<file path="config.mk">
export PLATFORM = sky130hd
export DESIGN_NAME = ula_scheduler
export DESIGN_NICKNAME = d
export VERILOG_FILES = /design/src/rtl/ula_scheduler_pkg.sv /design/src/rtl/ula_scheduler_rr_arbiter2.sv /design/src/rtl/ula_scheduler.sv
export SDC_FILE = /design/constraint.sdc
export NUM_CORES = 1
export LEC_CHECK = 0
export ABC_CLOCK_PERIOD_IN_PS = 2900
export BUFFER_PORTS_ARGS = -buffer_cell sky130_fd_sc_hd__buf_2
export CAP_MARGIN = 20
export CORE_UTILIZATION = 49
export CTS_CLUSTER_DIAMETER = 60
export DETAILED_ROUTE_END_ITERATION = 6
export PLACE_DENSITY = 0.85
export SKIP_CTS_REPAIR_TIMING = 1
export SLEW_MARGIN = 20
export SYNTH_ARGS = -nofsm -noshare
export SYNTH_HDL_FRONTEND = slang
export SYNTH_HIERARCHICAL = 1
export SYNTH_SLANG_ARGS = --single-unit
</file>
<file path="constraint.sdc">
create_clock -name clk -period 2.9 [get_ports clk]
set_clock_uncertainty 0.05 [all_clocks]
set_input_delay 0.435 -clock clk [delete_from_list [all_inputs] [get_ports clk]]
set_output_delay 0.435 -clock clk [all_outputs]
set_load 0.01 [all_outputs]
</file>
<file path="src/rtl/ula_scheduler_pkg.sv">
// Shared definitions for the ULA scheduler: ULA control codes, FSM encoding, default width.
package ula_scheduler_pkg;

  localparam int W_DEF = 16;

  typedef enum logic [2:0] {
    ULA_AND = 3'b000,
    ULA_OR  = 3'b001,
    ULA_ADD = 3'b010,
    ULA_NOR = 3'b011,
    ULA_SLL = 3'b100,
    ULA_SRL = 3'b101,
    ULA_SUB = 3'b110,
    ULA_SLT = 3'b111
  } ula_ctrl_e;

  typedef enum logic [1:0] {
    ST_IDLE = 2'b00,
    ST_EXEC = 2'b01,
    ST_RESP = 2'b10
  } sched_state_e;

endpackage

</file>
<file path="src/rtl/ula_scheduler_rr_arbiter2.sv">
// Two-input round-robin arbiter: on a tie the port that did not win last time is granted.
module rr_arbiter2 (
  input  logic [1:0] req_i,
  input  logic       last_i,
  output logic [1:0] gnt_o
);

  assign gnt_o[0] = req_i[0] & (~req_i[1] |  last_i);
  assign gnt_o[1] = req_i[1] & (~req_i[0] | ~last_i);

endmodule

</file>
<file path="src/rtl/ula_scheduler.sv">
// Shares one external 16-bit ULA between two requesters: arbitrate, latch operands,
// capture ULAResult/Z one cycle later and return them over a valid/ready response.
module ula_scheduler
  import ula_scheduler_pkg::*;
#(
  parameter int W = W_DEF
) (
  input  logic         clk,
  input  logic         rst_n,
  input  logic [1:0]   req_valid_i,
  output logic [1:0]   req_ready_o,
  input  logic [W-1:0] req_srcA0_i,
  input  logic [W-1:0] req_srcB0_i,
  input  logic [W-1:0] req_srcA1_i,
  input  logic [W-1:0] req_srcB1_i,
  input  logic [2:0]   req_ctrl0_i,
  input  logic [2:0]   req_ctrl1_i,
  input  logic [4:0]   req_shamt0_i,
  input  logic [4:0]   req_shamt1_i,
  output logic [1:0]   rsp_valid_o,
  input  logic [1:0]   rsp_ready_i,
  output logic [W-1:0] rsp_result_o,
  output logic         rsp_z_o,
  output logic [W-1:0] ula_srcA_o,
  output logic [W-1:0] ula_srcB_o,
  output logic [2:0]   ula_ctrl_o,
  output logic [4:0]   ula_shamt_o,
  input  logic [W-1:0] ula_result_i,
  input  logic         ula_z_i
);

  sched_state_e state_q;
  logic         owner_q, last_q;
  logic [W-1:0] srca_q, srcb_q, result_q;
  logic [2:0]   ctrl_q;
  logic [4:0]   shamt_q;
  logic         z_q;
  logic [1:0]   rsp_valid_q;

  logic [1:0]   gnt;
  logic [W-1:0] srca_d, srcb_d;
  logic [2:0]   ctrl_d;
  logic [4:0]   shamt_d;

  rr_arbiter2 u_arb (
    .req_i  (req_valid_i),
    .last_i (last_q),
    .gnt_o  (gnt)
  );

  // Winner's payload; only sampled when a grant is issued in IDLE.
  assign srca_d  = gnt[1] ? req_srcA1_i  : req_srcA0_i;
  assign srcb_d  = gnt[1] ? req_srcB1_i  : req_srcB0_i;
  assign ctrl_d  = gnt[1] ? req_ctrl1_i  : req_ctrl0_i;
  assign shamt_d = gnt[1] ? req_shamt1_i : req_shamt0_i;

  // Gated by rst_n so ready drops the instant reset is asserted.
  assign req_ready_o = (state_q == ST_IDLE && rst_n) ? gnt : 2'b00;

  always_ff @(posedge clk or negedge rst_n) begin
    if (!rst_n) begin
      state_q     <= ST_IDLE;
      owner_q     <= 1'b0;
      last_q      <= 1'b1;
      srca_q      <= '0;
      srcb_q      <= '0;
      ctrl_q      <= '0;
      shamt_q     <= '0;
      result_q    <= '0;
      z_q         <= 1'b0;
      rsp_valid_q <= 2'b00;
    end else begin
      case (state_q)
        ST_IDLE: begin
          if (|gnt) begin
            owner_q <= gnt[1];
            last_q  <= gnt[1];
            srca_q  <= srca_d;
            srcb_q  <= srcb_d;
            ctrl_q  <= ctrl_d;
            shamt_q <= shamt_d;
            state_q <= ST_EXEC;
          end
        end
        ST_EXEC: begin
          result_q    <= ula_result_i;
          z_q         <= ula_z_i;
          rsp_valid_q <= owner_q ? 2'b10 : 2'b01;
          state_q     <= ST_RESP;
        end
        ST_RESP: begin
          if (rsp_ready_i[owner_q]) begin
            rsp_valid_q <= 2'b00;
            state_q     <= ST_IDLE;
          end
        end
        default: state_q <= ST_IDLE;
      endcase
    end
  end

  assign rsp_valid_o  = rsp_valid_q;
  assign rsp_result_o = result_q;
  assign rsp_z_o      = z_q;
  assign ula_srcA_o   = srca_q;
  assign ula_srcB_o   = srcb_q;
  assign ula_ctrl_o   = ctrl_q;
  assign ula_shamt_o  = shamt_q;

endmodule

</file>
* Yosys cells after proc, flatten, opt, wreduce, memory -nomap -nowiden *
Index checks and enable logic that the tools add are counted.

storage, ports and cells
  bits in registers = 63
  input bits = 103
  logic and storage cells = 41
  output and inout port bits = 61

cells by class
  $lt $le $gt $ge = 1
  reduce and logical (&&, ||, !) cells = 7
  multiplexer cells = 12
  bitwise logic cells = 7
  equal/unequal tests = 4

operators with widths
  kind                                                                  number
  16-bit two-way mux                                                    2
  2-bit two-way mux                                                     4
  2-bit one-hot mux with 3 select lines                                 1
  2-bit AND reduction                                                   3
  5-bit two-way mux                                                     1
  2-bit one-hot mux with 2 select lines                                 1
  3-bit two-way mux                                                     1
  1-bit inverter                                                        3
  1-bit AND                                                             2
  2-bit by 1-bit == test with 1-bit output, second input constant       1
  2-bit == test, second input constant                                  1
  2-bit zero test                                                       1
  1-bit by 2-bit < comparator with 1-bit output, second input constant  1
  1-bit two-way mux                                                     2
  2-bit by 1-bit != test with 1-bit output, second input constant       1
  2-bit != test, second input constant                                  1
  1-bit bitwise OR                                                      2
  2-bit nonzero test                                                    1
  2-bit OR reduction                                                    1
  1-bit logical AND                                                     1

* Longest topological paths before layout *
  word-level depth = 6
  depth in mapped cells = 5
  mapped depth without buffers = 4

* By module *
The synthesis kept the hierarchy.

by module, submodules not included
  module         times used  seq. area each (µm²)  cells an instance  area an instance (µm²)
  ula_scheduler  1           1577.8                191                3215.6
  rr_arbiter2    1           0.0                   3                  18.8

* Worst setup path before layout *
No wires, ideal clock.

  path type = in2reg
  start = input req_valid_i[1]
  end = register ctrl_q[0] (netlist: ula_ctrl_o[0])
  data arrival time = 1.509 ns
  setup time = 0.125 ns
  data required time = 2.725 ns
  stages = 5
  setup slack = 1.216 ns
  path buffers = 2
  path through = a21boi_0 -> buf_6 -> buf_6 -> mux2_4 -> mux2_4

on the way
  word-level cells in the longest chain between the ends = 5
  elaborated cells between the ends (all ways) = 7
  those cells by class = mux (1); bitwise (4); reduce/logical (2)

RTL lines
  element                               line                            source
  start: declaration                    ula_scheduler.sv:10             input logic [1:0] req_valid_i,
  1-bit inverter                        ula_scheduler_rr_arbiter2.sv:8  assign gnt_o[0] = req_i[0] & (~req_i[1] | last_i);
  1-bit bitwise OR                      ula_scheduler_rr_arbiter2.sv:8
  1-bit AND                             ula_scheduler_rr_arbiter2.sv:8
  2-bit OR reduction                    ula_scheduler.sv:75             if (|gnt) begin
  2-bit AND reduction (no source line)  -
  end signal: assignment                ula_scheduler.sv:80             ctrl_q <= ctrl_d;
  end: declaration                      ula_scheduler.sv:35             logic [2:0] ctrl_q;

Several ways; a longest one is shown, not always the timed one.
A chain may end at the register's enable or synchronous reset.

* Worst setup path in the final report *
  start = register last_q
  end = output req_ready_o[1]

on the way
  word-level cells in the longest chain between the ends = 4

RTL lines
  element                   line                            source
  start: declaration        ula_scheduler.sv:33             logic owner_q, last_q;
  start signal: assignment  ula_scheduler.sv:77             last_q <= gnt[1];
  1-bit inverter            ula_scheduler_rr_arbiter2.sv:9  assign gnt_o[1] = req_i[1] & (~req_i[0] | ~last_i);
  1-bit bitwise OR          ula_scheduler_rr_arbiter2.sv:9
  1-bit AND                 ula_scheduler_rr_arbiter2.sv:9
  net gnt[1]                ula_scheduler.sv:40             logic [1:0] gnt;
  2-bit two-way mux         ula_scheduler.sv:58             assign req_ready_o = (state_q == ST_IDLE && rst_n) ? gnt : 2'b00;
  end: declaration          ula_scheduler.sv:11             output logic [1:0] req_ready_o,

The timed path passes the listed nets, and every way through them passes these cells.

==> flow_summary_export.csv <==
group,metric,value,unit
floorplan,fp.coreArea,6350,um^2
synth,synth_seq_cells,63,
place,portBuffers,163,
cells_and_area,layout_commonest_cell,"buf_2",
route,vias,2137,
global_route,grt_max_degree,50,
cells_and_area,layout_common_cells,"163 x buf_2, 69 x mux2_4, 62 x dfrtp_1, 21 x mux2_2, 11 x clkbuf_8",
synth,synthDistinctLibCells,23,
floorplan,die_area,6930,um^2
place,place_congestion,0.7226,
synth,syn_area,3234,um^2
global_route,grt_antenna_before_repair,0,
power_and_ir_drop,p_sw,1.482,mW
floorplan,fp.dieW,83.25,um
timing,hold_violations,0,
synth,netlist_instances,194,
clock_tree,cts_root_buf,"clkbuf_8",
timing,max-slew-margin-rel,40.79,%
power_and_ir_drop,power_leakage,2.242,nW
global_route,grt_use_total,19.18,%
timing,grt_setup_unrepaired,"no",
route,drc,0,
critical_path,worstSetupEndpointType,"primary output",
synth,yosysSeqAreaShare,48.78,%
cells_and_area,design_area,4293,um^2
cells_and_area,num_antenna_cells,0,
clock_tree,path_clk_slew,70,ps
route,wl,6387,um
clock_tree,clk_latency,330,ps
power_and_ir_drop,internal_power,3.138,mW
cells_and_area,area_delta_synth_final,32.73,%
cells_and_area,layout.nets,465,
clock_tree,cts_tree,"built",
power_and_ir_drop,irDropWorstVdd,0.6874,mV
power_and_ir_drop,comb_power_share,46.2,%
clock_tree,cts_inserted_buffers,9,
cells_and_area,fin_cells,444,
timing,setup_viol,0,
critical_path,cp.arrival,1710,ps
cells_and_area,drive_above_1_share,76.57,%
route,drt_pass1_iterations,4,
global_route,grt_pass1_vias,2247,
power_and_ir_drop,pwr-share-seq,35.2,%
critical_path,crit_path_max_fanout,26,
critical_path,required,2410,ps
place,hpwl,4905,um
timing,fin_crit_sh,75.82,%
timing,slew_violations,0,
power_and_ir_drop,power,4.620,mW
timing,finalCriticalPeriod,2199,ps
power_and_ir_drop,clkPwrFrac,18.7,%
place,dp.cells,427,
power_and_ir_drop,swShare,32.08,%
power_and_ir_drop,powerDensity,1076,nW/um^2
floorplan,pin_count,164,
critical_path,critPathLaunchType,"flip-flop",
timing,worst_hold_slack,286.2,ps
critical_path,path_class,"reg -> out",
synth,yosys_warnings,6,
floorplan,num_rows,29,
route,wl_per_cell,14.39,um
outcome,status,"finished, final reports clean",
synth,synth_nets,297,
timing,fin_tns_setup,0,ps
worst_hold_path,hold_class,"in -> reg",
run,drv_cap,0,
route,antenna_left,0,
synth,synth_area_per_cell,16.67,um^2
clock_tree,cts.sinks,63,
timing,tightest_slew,884.1,ps
clock_tree,clk_path_buf_depth,2,
floorplan,die_y,83.25,um
global_route,gr-total-overflow,0,
place,place_area,4051,um^2
timing,max_clock_freq,454.8,MHz
route,drt_iter0_drc,63,
floorplan,start_util,50.94,%
clock_tree,cts_max_level,3,
route,viasPerCell,4.813,
global_route,grt_pass1_wl,10400,um
## per-layer routing
metal / GRT usage (%) / routed length (um) / vias up
li1: - / - / 1025
met1: 23.63 / 2724 / 1001
met2: 32.64 / 3186 / 102
met3: 3.777 / 376 / 9
met4: 8.464 / 99 / 0
met5: 0 / 0 / -
## worst paths after layout
check	startpoint	endpoint	slack, ps	depth (start not counted)
max	last_q	req_ready_o[1]	700	4
max in group asynchronous	rst_n	rsp_result_o[8]	1350	3
max reg2reg	last_q	ula_srcB_o[10]	780	5
min in group asynchronous	rst_n	owner_q	510	2
min	ula_result_i[2]	rsp_result_o[2]	290	2
min reg2reg	rsp_result_o[13]	rsp_result_o[13]	450	1
## critical path, stage by stage, from the launching register on
cell and delay (ps):
dfstp_2 400, a21boi_4 170, buf_4 420, and3_2 280, buf_2 130
## logic make-up (layout without fill, tap and decap cells)
logic type,after synthesis,after routing,synth area share [%]
compound gates,10,10,2.476
buf+inv,13,186,4.913
flops,63,63,48.78
mux,97,97,41.78
simple gates,11,11,2.050
## stage by stage
stage / util, % / setup slack, ps
2_1_floorplan: - / 1216
3_3_place_gp: 63.80 / 873.0
3_5_place_dp: 63.80 / 796.8
4_1_cts: 67.45 / 669.0
5_1_grt: 67.61 / 607.8
6_report: 67.61 / 701.2
## layout make-up
type,instances,area (um^2)
Timing Repair Buffer,168,868.3
Inverter,2,7.507
Tap cell,77,96.34
Sequential cell,63,1578
Fill cell,453,2057
Clock buffer,11,151.4
Clock inverter,5,80.08
Multi-Input combinational cell,118,1511
## registers in the layout, indices dropped and copies added (netlist names), 2 cells and up
signal	count
ula_srcA_o	16
rsp_valid_o	2
ula_srcB_o	16
state_q	2
rsp_result_o	16
ula_shamt_o	5
ula_ctrl_o	3
## synthesized netlist by cell type
cell type | instances | area [um^2]
a22o_2 | 2 | 20.02
buf_6 | 5 | 56.30
a21boi_1 | 1 | 7.510
a211oi_1 | 1 | 7.510
nor2b_1 | 2 | 12.51
buf_12 | 4 | 80.08
buf_4 | 2 | 15.01
nor2_4 | 1 | 11.26
and3_2 | 1 | 7.510
a21oi_1 | 3 | 15.01
and3_1 | 1 | 6.260
inv_1 | 2 | 7.510
nor3_1 | 1 | 5.000
mux2_1 | 7 | 78.83
dfstp_2 | 1 | 26.28
nand2b_1 | 2 | 12.51
nand2_1 | 3 | 11.26
mux2_2 | 21 | 236.5
o21a_4 | 1 | 15.01
a21boi_0 | 1 | 7.510
mux2_4 | 69 | 1036
o21bai_1 | 1 | 7.510
dfrtp_1 | 62 | 1551
## power groups by stage
stage               Combinational [mW]  Sequential [mW]  Clock, mW
floorplan                         1.39             1.80          0
global placement                  2.09             1.62          0
detailed placement                2.17             1.63          0
CTS                               2.17             1.63      0.882
global route                      2.29             1.69      0.919
finish                            2.13             1.62      0.862
No activity file was read; power rests on OpenSTA's default activity.
